## src/rtl/triple_repeat_serializer_if.sv

```systemverilog
// Handshake and serial-output bundle for triple_repeat_serializer.
// master: word producer / frame consumer side. slave: the serializer.
interface triple_repeat_serializer_if #(
  parameter int NBITS = 8
);
  logic             in_val;
  logic             in_rdy;
  logic [NBITS-1:0] in_data;
  logic             out_val;
  logic             out_bit;
  logic             out_first;
  logic             out_last;

  modport master (
    output in_val, in_data,
    input  in_rdy, out_val, out_bit, out_first, out_last
  );

  modport slave (
    input  in_val, in_data,
    output in_rdy, out_val, out_bit, out_first, out_last
  );
endinterface

```

## src/rtl/triple_repeat_serializer.sv

```systemverilog
// Repetition-coded serializer: each word is sent LSB first, every bit held
// for 3 cycles so a majority-of-3 receiver can vote it back.
// Optional macro TRIPLE_REPEAT_SERIALIZER_PARITY_EN appends an even-parity
// symbol (also repeated 3 times) after the MSB.
// All outputs decode registered state only; in_val/in_data never reach them.
module triple_repeat_serializer #(
  parameter int NBITS = 8
) (
  input logic                         clk,
  input logic                         rst_n,
  triple_repeat_serializer_if.slave   bus
);

`ifdef TRIPLE_REPEAT_SERIALIZER_PARITY_EN
  localparam int NSYM = NBITS + 1;
`else
  localparam int NSYM = NBITS;
`endif
  localparam int             IW       = $clog2(NBITS + 2);
  localparam logic [IW-1:0]  LAST_IDX = IW'(NSYM - 1);

  typedef enum logic {IDLE = 1'b0, SEND = 1'b1} state_t;

  state_t            state_q, state_d;
  logic [1:0]        rep_q, rep_d;
  logic [IW-1:0]     idx_q, idx_d;
  logic [NSYM-1:0]   sh_q, sh_d;
  logic              en_q;
  logic [NSYM-1:0]   load_w;
  logic              send, last_c, rdy, acc;

  // Word as loaded into the shift register (parity rides above the MSB).
`ifdef TRIPLE_REPEAT_SERIALIZER_PARITY_EN
  assign load_w = {^bus.in_data, bus.in_data};
`else
  assign load_w = bus.in_data;
`endif

  assign send   = (state_q == SEND);
  assign last_c = send && (rep_q == 2'd2) && (idx_q == LAST_IDX);
  // en_q masks ready through reset and the first edge after release.
  assign rdy    = en_q && (!send || last_c);
  assign acc    = bus.in_val && rdy;

  assign bus.in_rdy    = rdy;
  assign bus.out_val   = send;
  assign bus.out_bit   = send && sh_q[0];
  assign bus.out_first = send && (rep_q == 2'd0) && (idx_q == '0);
  assign bus.out_last  = last_c;

  // State, counters and shift register; async clear aborts any frame.
  always_ff @(posedge clk or negedge rst_n) begin
    if (!rst_n) begin
      state_q <= IDLE;
      rep_q   <= '0;
      idx_q   <= '0;
      sh_q    <= '0;
      en_q    <= 1'b0;
    end else begin
      state_q <= state_d;
      rep_q   <= rep_d;
      idx_q   <= idx_d;
      sh_q    <= sh_d;
      en_q    <= 1'b1;
    end
  end

  // Next state: 3 cycles per symbol, shift on the third, reload on accept.
  always_comb begin
    state_d = state_q;
    rep_d   = rep_q;
    idx_d   = idx_q;
    sh_d    = sh_q;
    case (state_q)
      IDLE: begin
        if (acc) begin
          state_d = SEND;
          rep_d   = '0;
          idx_d   = '0;
          sh_d    = load_w;
        end
      end
      SEND: begin
        if (rep_q == 2'd2) begin
          rep_d = '0;
          if (idx_q == LAST_IDX) begin
            idx_d = '0;
            if (acc) begin
              sh_d = load_w;
            end else begin
              state_d = IDLE;
              sh_d    = '0;
            end
          end else begin
            idx_d = idx_q + IW'(1);
            sh_d  = sh_q >> 1;
          end
        end else begin
          rep_d = rep_q + 2'd1;
        end
      end
      default: state_d = IDLE;
    endcase
  end

endmodule

```

## src/flat_wrapper.sv

```systemverilog
// flat-port wrapper written by rule: the top's interface ports become plain ports
module triple_repeat_serializer_flat 
#(
  parameter int NBITS = 8
)
  (clk, rst_n, bus_in_val, bus_in_data, bus_in_rdy, bus_out_val, bus_out_bit, bus_out_first, bus_out_last);
  triple_repeat_serializer_if #(.NBITS(NBITS)) bus_i ();
  input logic clk;
  input logic rst_n;
  input wire logic [$bits(bus_i.in_val)-1:0] bus_in_val;
  input wire logic [$bits(bus_i.in_data)-1:0] bus_in_data;
  output wire logic [$bits(bus_i.in_rdy)-1:0] bus_in_rdy;
  output wire logic [$bits(bus_i.out_val)-1:0] bus_out_val;
  output wire logic [$bits(bus_i.out_bit)-1:0] bus_out_bit;
  output wire logic [$bits(bus_i.out_first)-1:0] bus_out_first;
  output wire logic [$bits(bus_i.out_last)-1:0] bus_out_last;
  assign bus_i.in_val = bus_in_val;
  assign bus_i.in_data = bus_in_data;
  assign bus_in_rdy = bus_i.in_rdy;
  assign bus_out_val = bus_i.out_val;
  assign bus_out_bit = bus_i.out_bit;
  assign bus_out_first = bus_i.out_first;
  assign bus_out_last = bus_i.out_last;
  triple_repeat_serializer #(.NBITS(NBITS)) u_core (.clk(clk), .rst_n(rst_n), .bus(bus_i));
endmodule
```

## config.mk

```make
export PLATFORM = sky130hd
export DESIGN_NAME = triple_repeat_serializer_flat
export DESIGN_NICKNAME = d
export VERILOG_FILES = /design/src/rtl/triple_repeat_serializer_if.sv /design/src/rtl/triple_repeat_serializer.sv /design/src/flat_wrapper.sv
export SDC_FILE = /design/constraint.sdc
export NUM_CORES = 1
export LEC_CHECK = 0
export CORE_ASPECT_RATIO = 1.5
export CORE_UTILIZATION = 25
export CTS_BUF_LIST = sky130_fd_sc_hd__clkbuf_8
export CTS_CLUSTER_DIAMETER = 150
export DETAILED_ROUTE_END_ITERATION = 8
export PLACE_DENSITY = 0.47
export SYNTH_ARGS = -nofsm -noshare
export SYNTH_HDL_FRONTEND = slang
export SYNTH_SLANG_ARGS = --single-unit
```

## constraint.sdc

```tcl
create_clock -name clk -period 1.85 [get_ports clk]
set_clock_uncertainty 0.1 [all_clocks]
set_input_delay 0.2775 -clock clk [delete_from_list [all_inputs] [get_ports clk]]
set_output_delay 0.2775 -clock clk [all_outputs]
set_load 0.05 [all_outputs]
```

==> results_dict.tcl, run 1 <==
set metrics [dict create \
    status "finished, final reports clean" \
    drt_pass1_iterations 4 \
    critical_path_required_ns 1.47 \
    critPathCaptureType "output port" \
    fillerInstances 306 \
    wl_per_cell_um 12.5 \
    clk_root_buffer_cell "sky130_fd_sc_hd__clkbuf_8" \
    timing.critical_path.slowest_stage_cell "sky130_fd_sc_hd__dfrtp_1" \
    chipHeight_um 71.6 \
    time_the_final_worst_path_needs_with_i_o_delays_and_setup_ns 1.79 \
    critical_path.top_delay_family "flip-flops" \
    report.final.setup_viol 0 \
    post_synth_inst_count 84 \
    die_width_um 48.4 \
    n_antenna_cell 0 \
    final-instance-count-excl-fill 148 \
    final_common_cell "sky130_fd_sc_hd__nor2_1" \
    crit_arrival_ns 1.42 \
    layout_worst_path_cycle_share 0.970 \
    reg2regPathDepth 6 \
    p_leak_nw 0.517 \
    critPathBufInv 1 \
    worst_path_cell_chain "ha_4, nand3b_4, o21ai_2, and2_4, buf_12" \
    area_growth_syn_to_layout_pct 47.2 \
    final_nets 123 \
    rsz0062_at_grt "yes" \
    clockBufferDepth 2 \
    place.detailed.instances 138 \
    synth_fp_nets 97 \
    residual_overflow_from_global_routing 0 \
    clock_latency_ns 0.25 \
    timing_hold_violations_final 0 \
    ys_seq_area_frac 0.495 \
    vdd_drop_max_mv 0.656 \
    grt_first_pass_wirelength_um 3230 \
    drt-total-wl_um 1850 \
    synth-warning-count 0 \
    power_per_cell_area_nw_per_um2 1360 \
    dieArea_sq_um 3470 \
    final_cell_mix "sky130_fd_sc_hd__nor2_1, sky130_fd_sc_hd__dfrtp_1, sky130_fd_sc_hd__clkdlybuf4s50_1, sky130_fd_sc_hd__buf_4, sky130_fd_sc_hd__nand2_1" \
    cp-endpoint "bus_in_rdy" \
    antenna_violating_nets_post_route 0 \
    drt_iter0_markers 17 \
    r2r-start "u_core.idx_q[0]$_DFFE_PN0P_" \
    drc 0 \
    clock_sink_count 16 \
    setup.worst_path.start_class "flop" \
    setup.worst_path.class "flop to output port" \
    core_region_area_sq_um 3000 \
    numPortBuffers 15 \
    post_route_cells_drive_above_1_share 0.248 \
    r2r_setup_slack_ns 0.11 \
    max_freq_ghz 0.558 \
    effective_utilization_at_floorplan 0.269 \
    hold_class "primary input to async pin" \
    setup_total_negative_slack_ns 0 \
    grt_max_degree 17 \
    postSynthAreaPerCell_sq_um 9.62 \
    antenna_found_initial 0 \
    drv.max_cap_violation_count 0 \
    vias 687 \
    place_hpwl_um 1300 \
    viasPerCell 4.64 \
    worstPathMaxFanout 6 \
    critical_path.reg2reg.endpoint "u_core.sh_q[2]$_DFFE_PN0P_" \
    io_pins 16 \
    drv_slew 0 \
    mappedNetlistArea_sq_um 808 \
    synth.lib_cells_used.distinct 26 \
    dp_worst_setup_slack_ns 0.0254 \
    cp_num_cells 5 \
    dpl_cell_area_sq_um 1070 \
    crit_start "u_core.idx_q[0]$_DFFE_PN0P_" \
    synth-seq-cells 16 \
    ctsHtreeMaxLevel 1 \
    grt_pass1_vias 714 \
    cts_tree "yes" \
    finalWeightedCongestion 0.684 \
    cts_hold_repair.buffers 0 \
    layout_setup_ws_ns 0.0564 \
    fin_area_sq_um 1190 \
    cts_buffers 3 \
    clk_pin_slew_worst_paths_ns 0.07 \
    cpPeakStageDelay_ns 0.41 \
    rows 24 \
    synth_top_cell_area_share 0.495 \
    gr-usage-all-layers 0.119 \
    top_cells_by_area_in_the_synthesized_netlist "sky130_fd_sc_hd__dfrtp_1, sky130_fd_sc_hd__nor2_1, sky130_fd_sc_hd__a221oi_1" \
    yosysTopAreaCell "sky130_fd_sc_hd__dfrtp_1" \
]
## sequential cells by signal, summed over array words and instances (netlist names)
name and cells:
u_core.sh_q 8, u_core.rep_q 2, u_core.en_q 1, u_core.bus.out_val 1, u_core.idx_q 4
## per-layer routing
layer | routed length [um] | track usage | share of wire
met5 | 0 | 0 | 0
met4 | 14 | 0.0490 | 0.0076
met3 | 61 | 0.0234 | 0.033
met2 | 910 | 0.200 | 0.49
met1 | 864 | 0.150 | 0.47
## where the power goes
| part | internal, mW | leakage (nW) | total [mW] | switching [mW] |
|---|---|---|---|---|
| clock | 0.189 | 0.0288 | 0.313 | 0.124 |
| combinational | 0.321 | 0.299 | 0.693 | 0.372 |
| sequential | 0.483 | 0.189 | 0.615 | 0.131 |
## layout make-up
class / count / area [sq um] / area share
Clock buffer: 4 / 55.1 / 0.0463
Sequential cell: 16 / 403 / 0.339
Timing Repair Buffer: 24 / 255 / 0.215
Inverter: 3 / 11.3 / 0.00946
Tap cell: 39 / 48.8 / 0.0410
Multi-Input combinational cell: 62 / 417 / 0.350
## worst reg2reg max path, cell delays in order (launching register included)
cell	delay (ns)
sky130_fd_sc_hd__dfrtp_1	0.41
sky130_fd_sc_hd__ha_4	0.17
sky130_fd_sc_hd__nand3b_4	0.12
sky130_fd_sc_hd__buf_4	0.17
sky130_fd_sc_hd__o31ai_4	0.41
sky130_fd_sc_hd__a21oi_1	0.09
sky130_fd_sc_hd__o31ai_2	0.19
## worst min path at each step
stage | startpoint | to | slack (ns) | depth (start not counted)
after CTS | rst_n | u_core.idx_q[1]$_DFFE_PN0P_ | 0.25 | 2
after floorplan | rst_n | u_core.bus.out_val$_DFF_PN0_ | -0.12 | 0
after global placement | u_core.sh_q[0]$_DFFE_PN0P_ | u_core.sh_q[0]$_DFFE_PN0P_ | 0.38 | 2
after detailed placement | u_core.sh_q[0]$_DFFE_PN0P_ | u_core.sh_q[0]$_DFFE_PN0P_ | 0.39 | 2
final | rst_n | u_core.idx_q[0]$_DFFE_PN0P_ | 0.25 | 2
after global routing | rst_n | u_core.idx_q[0]$_DFFE_PN0P_ | 0.27 | 2
## logic make-up (layout without fill, tap and decap cells)
| kind of cell | count (synthesis) | after routing | synth area share |
|---|---|---|---|
| simple gates | 38 | 38 | 0.237 |
| compound gates | 20 | 20 | 0.190 |
| flops | 16 | 16 | 0.495 |
| buf+inv | 6 | 31 | 0.0310 |
| fa+ha+maj | 2 | 2 | 0.0310 |
| other cells | 1 | 1 | 0.00464 |
| xor+xnor | 1 | 1 | 0.0108 |
## cells in the mapped netlist, drive strengths merged
library cell	count
dfrtp	16
nor2	15
nand2	9
o21ai	7
a221oi	6
and2	4
inv	3
nand2b	3
nand3	3
a21oi	2
buf	2
ha	2
nand3b	2
o31ai	2
a31oi	1
and3b	1
clkbuf	1
conb	1
nor4	1
o21a	1
o41ai	1
xor2	1
## stage by stage
step           total power [mW]  hold slack, ns   util
5_1_grt                    1.74           0.270  0.396
2_1_floorplan              1.03          -0.118      -
3_3_place_gp               1.26           0.384  0.356
4_1_cts                    1.62           0.250  0.381
3_5_place_dp               1.28           0.388  0.356
6_report                   1.62           0.245  0.396
## timing repair
action,4_1_cts,5_1_grt
gates resized for setup,5,1
setup endpoints to repair,1,2
setup buffers,0,6
pin swaps,2,3
Power figures use the tool's default switching activity.
==> inputs of run 2 (changes only) <==
--- a/config.mk
+++ b/config.mk
@@ -11,6 +11,7 @@
 export CTS_CLUSTER_DIAMETER = 150
 export DETAILED_ROUTE_END_ITERATION = 8
 export PLACE_DENSITY = 0.47
+export SLEW_MARGIN = 10
 export SYNTH_ARGS = -nofsm -noshare
 export SYNTH_HDL_FRONTEND = slang
 export SYNTH_SLANG_ARGS = --single-unit
==> constraint.sdc (replaced) <==
create_clock -name clk -period 2.2 [get_ports clk]
set_clock_uncertainty 0.1 [all_clocks]
set_input_delay 0.33 -clock clk [delete_from_list [all_inputs] [get_ports clk]]
set_output_delay 0.33 -clock clk [all_outputs]
set_load 0.05 [all_outputs]
==> run 2 against run 1 <==
Net effect:
- clock power fell by 31%
- total power decreased by 23%
- critical path depth stayed put
- sequential share of layout area is 2.5 points higher
- global-route usage shrank 0.90 points
- sequential power shrank 18%
- non-clock buffer count down 6
==> results_dict.tcl, run 2 (synthesized netlist as in run 1, its figures left out) <==
set metrics [dict create \
    status "finished, final reports clean" \
    post_route_cells_drive_above_1_share 0.137 \
    drt_iter0_markers 16 \
    final_nets 117 \
    grt_max_degree 17 \
    dpl_cell_area_sq_um 1060 \
    setup.worst_path.class "flop to output port" \
    chipHeight_um 71.6 \
    clock_sink_count 16 \
    antenna_found_initial 0 \
    cts_tree "yes" \
    fin_area_sq_um 1100 \
    clock_latency_ns 0.25 \
    clk_root_buffer_cell "sky130_fd_sc_hd__clkbuf_8" \
    worstPathMaxFanout 7 \
    post-cts-setup-buffers 0 \
    largest-register "u_core.sh_q" \
    die_width_um 48.4 \
    drt-total-wl_um 1670 \
    number_of_gates_resized_after_cts 0 \
    report.final.setup_viol 0 \
    max_freq_ghz 0.487 \
    dp_worst_setup_slack_ns 0.301 \
    rows 24 \
    drv.max_cap_violation_count 0 \
    rsz0062_at_grt "no" \
    drc 0 \
    io_pins 16 \
    grt_pass1_vias 669 \
    cpPeakStageDelay_ns 0.38 \
    grt_first_pass_wirelength_um 3020 \
    final_cell_mix "sky130_fd_sc_hd__dfrtp_1, sky130_fd_sc_hd__nor2_1, sky130_fd_sc_hd__clkdlybuf4s50_1" \
    hold_class "primary input to async pin" \
    residual_overflow_from_global_routing 0 \
    timing_hold_violations_final 0 \
    timing.critical_path.slowest_stage_cell "sky130_fd_sc_hd__dfrtp_1" \
    effective_utilization_at_floorplan 0.269 \
    critical_path_required_ns 1.77 \
    ctsHtreeMaxLevel 1 \
    setup.worst_path.start_class "flop" \
    clockBufferDepth 2 \
    cts_hold_repair.buffers 0 \
    vdd_drop_max_mv 0.455 \
    layout_setup_ws_ns 0.146 \
    registers_with_the_highest_flip_flop_counts "u_core.sh_q (8), u_core.idx_q (4), u_core.rep_q (2)" \
    critPathCaptureType "output port" \
    p_leak_nw 0.476 \
    gr-usage-all-layers 0.110 \
    final-instance-count-excl-fill 141 \
    setup_total_negative_slack_ns 0 \
    place_hpwl_um 1280 \
    finalWeightedCongestion 0.695 \
    layout_worst_path_cycle_share 0.934 \
    cts_buffers 3 \
    numPortBuffers 15 \
    wl_per_cell_um 11.8 \
    drt_pass1_iterations 4 \
    area_growth_syn_to_layout_pct 36.1 \
    final_common_cell "sky130_fd_sc_hd__dfrtp_1" \
    vias 658 \
    largest_reg_flops 8 \
    util_after_layout 0.366 \
    place.detailed.instances 138 \
    power_per_cell_area_nw_per_um2 1130 \
    crit_arrival_ns 1.62 \
    clk_pin_slew_worst_paths_ns 0.06 \
    worst_path_cell_chain "ha_1, nand3b_4, o21ai_0, and2_1, buf_12" \
    dieArea_sq_um 3470 \
    core_region_area_sq_um 3000 \
    antenna_violating_nets_post_route 0 \
    n_antenna_cell 0 \
    drv_slew 0 \
    time_the_final_worst_path_needs_with_i_o_delays_and_setup_ns 2.05 \
    viasPerCell 4.67 \
]
-- run 2: final cells by class --
cell class,instances,area [sq um]
clock buffer,3,41.3
fill,313,1900
inverter,3,11.3
multi-input combinational,62,398
sequential,16,400
tap,39,48.8
timing repair buffer,18,200
-- run 2: worst paths after layout --
path,from,endpoint,slack [ns],cells past startpoint
max,u_core.idx_q[1]$_DFFE_PN0P_,bus_in_rdy,0.15,5
min,rst_n,u_core.idx_q[1]$_DFFE_PN0P_,0.30,2
max reg2reg,u_core.idx_q[1]$_DFFE_PN0P_,u_core.sh_q[0]$_DFFE_PN0P_,0.50,5
min reg2reg,u_core.idx_q[3]$_DFFE_PN0P_,u_core.idx_q[3]$_DFFE_PN0P_,0.39,1
max in group asynchronous,rst_n,u_core.sh_q[0]$_DFFE_PN0P_,1.52,2
min in group clk,u_core.idx_q[3]$_DFFE_PN0P_,u_core.idx_q[3]$_DFFE_PN0P_,0.39,1
-- run 2: worst max-delay path, delay by kind of cell (launching register included) --
kind / cells / cell delay, ns
fa+ha+maj: 1 / 0.25
simple gates: 2 / 0.35
compound gates: 1 / 0.24
flops: 1 / 0.38
buf+inv: 1 / 0.14
-- run 2: through the flow --
| step | hold slack [ns] | power, mW |
|---|---|---|
| after floorplan | -0.0656 | 0.864 |
| after global placement | 0.375 | 1.03 |
| after detailed placement | 0.377 | 1.05 |
| after CTS | 0.304 | 1.27 |
| after global routing | 0.330 | 1.34 |
| final | 0.296 | 1.25 |
-- run 2: report_power, final --
group	total, mW	internal, mW	leakage (nW)	switching, mW
clock	0.216	0.121	0.0216	0.0947
combinational	0.530	0.227	0.264	0.303
sequential	0.502	0.405	0.191	0.0966
total	1.25	0.753	0.476	0.495
-- run 2: per-layer routing --
metal,part of all wire,GRT usage,up-vias
met5,0,0,-
met4,0.015,0.0392,0
met3,0.040,0.0234,5
met2,0.51,0.194,15
met1,0.44,0.133,310
li1,-,-,328
==> edit, RTL diff (flow settings as in run 1) <==
Reset style: synchronous (`rst_n`), changed in one clocked block. Comments in the files are not updated.
--- a/src/rtl/triple_repeat_serializer.sv
+++ b/src/rtl/triple_repeat_serializer.sv
@@ -50,5 +50,5 @@
 
   // State, counters and shift register; async clear aborts any frame.
-  always_ff @(posedge clk or negedge rst_n) begin
+  always_ff @(posedge clk) begin
     if (!rst_n) begin
       state_q <= IDLE;
Function: differs if rst_n is asserted again (counterexample within 4 cycles, from zero or initial values and one cycle with rst_n low); with rst_n held inactive, the same outputs for 10 cycles.
==> edit against run 1 <==
Routed wire length is 22% higher; area after synthesis up 12%; cell area is 3.6% higher; sequential cell count unchanged; maximum frequency up 2.2%; setup slack improved by 0.038 ns; register-to-register slack better by 0.30 ns; critical path type unchanged; critical endpoint is now bus_out_last.
Power is not compared: it rests on default switching activity, and its combinational part moved more than twofold at a synthesized area within 25%.
==> edit: results (changes against run 1) <==
* Status: finished, final reports clean
* Met2 wire length at 1.171 mm (+29%)
* Routed wl met3 at 55 um (-9.8%)
* Crit. Startpoint: u_core.idx_q[0]
* Dpl ws at 0.1349 ns (+0.1095 ns)
* Grt met3 use at 0.01796 (-0.005390)
* Final wirelength at 2.254 mm (+22%)
* Top cells by count, synth: 16 x dfxtp_1, 11 x a21oi_1, 8 x o32ai_1
* Area contributors post-synth: dfxtp_1 36%, o31ai_2 9.7%, o32ai_1 7.8%
* H-Tree Level Count at 1 (unchanged)
* Routed wire per std cell at 13.91 um (+11%)
* Post-Synthesis Cells at 99 (+18%)
* Worst EP arrival at 1.38 ns (-0.04 ns)
* HPWL after DPL at 1.719 mm (+32%)
* Cell Area, Placed at 0.001156 mm^2 (+8.1%)
* Hold slack at 0.4071 ns (+0.1620 ns)
* Met1 Use GR at 0.1489 (-0.001156)
* Starting DRC count in detailed routing at 12 (-5)
* Post-synth net total at 112 (+15%)
* Ys async rst share at 0 (-1.000)
* Fin crit period at 1.755 ns (-0.03836 ns)
* Global-route wire length before repair at 3.912 mm (+21%)
* Largest net degree at the start of global routing at 16 (-1)
* Reg2reg start: u_core.bus.out_val
* Worst-case reg-to-reg path depth at 3 (-3)
* Met2 usage at 0.2515 (+0.05115)
* Sequential area share after synthesis at 0.3551 (-0.1403)
* Library cells used by synthesis at 27 (+3.8%)
* Total GRT Usage at 0.1338 (+0.01431)
* Share of cells above drive strength 1 at 0.2667 (+0.01896)
* Worst R2R End: u_core.sh_q[1]
* R2R Setup Slk at 0.41 ns (+0.30 ns)
* Placer's final routability congestion estimate at 0.7199 (+5.2%)
* Via/cell ratio at 5.296 (+14%)
* Pre-antenna DRT Iters at 4 (unchanged)
* Met1 Wirelength at 1.006 mm (+16%)
* Top FF cell, synth: dfxtp_1
* Fillers at 361 (+18%)
* Nets at 134 (+8.9%)
* Worst Hold Class: register to register
edit: final cells by class:
type	count	area, um^2	share of cell area
timing repair buffer	23	247.7	0.2010
tap	42	52.55	0.04264
sequential	16	324.1	0.2629
inverter	4	15.01	0.01218
clock buffer	4	55.05	0.04467
multi-input combinational	73	538.0	0.4365
edit: worst max-delay path, cell delays in order, from the launching register on:
cell      delay, ns
dfxtp_2        0.37
ha_4           0.16
nand3b_1       0.11
buf_4          0.21
nor2_4         0.13
buf_12         0.15
edit: repair_timing:
action	CTS	global route
hold endpoints to repair	0	0
pin swaps	0	0
endpoints found under the setup margin	1	2
hold buffers	0	0
resized for setup	3	4
edit: cells by family after synthesis:
family / share of synthesized area
mux: 0.02219
simple gates: 0.2275
compound gates: 0.2885
buf+inv: 0.07905
flops: 0.3551
fa+ha+maj: 0.02773
edit: where the power goes:
group          switching (W)  internal, W
Combinational      0.0000764    0.0000906
Sequential         0.0000269     0.000370
Clock               0.000124     0.000189
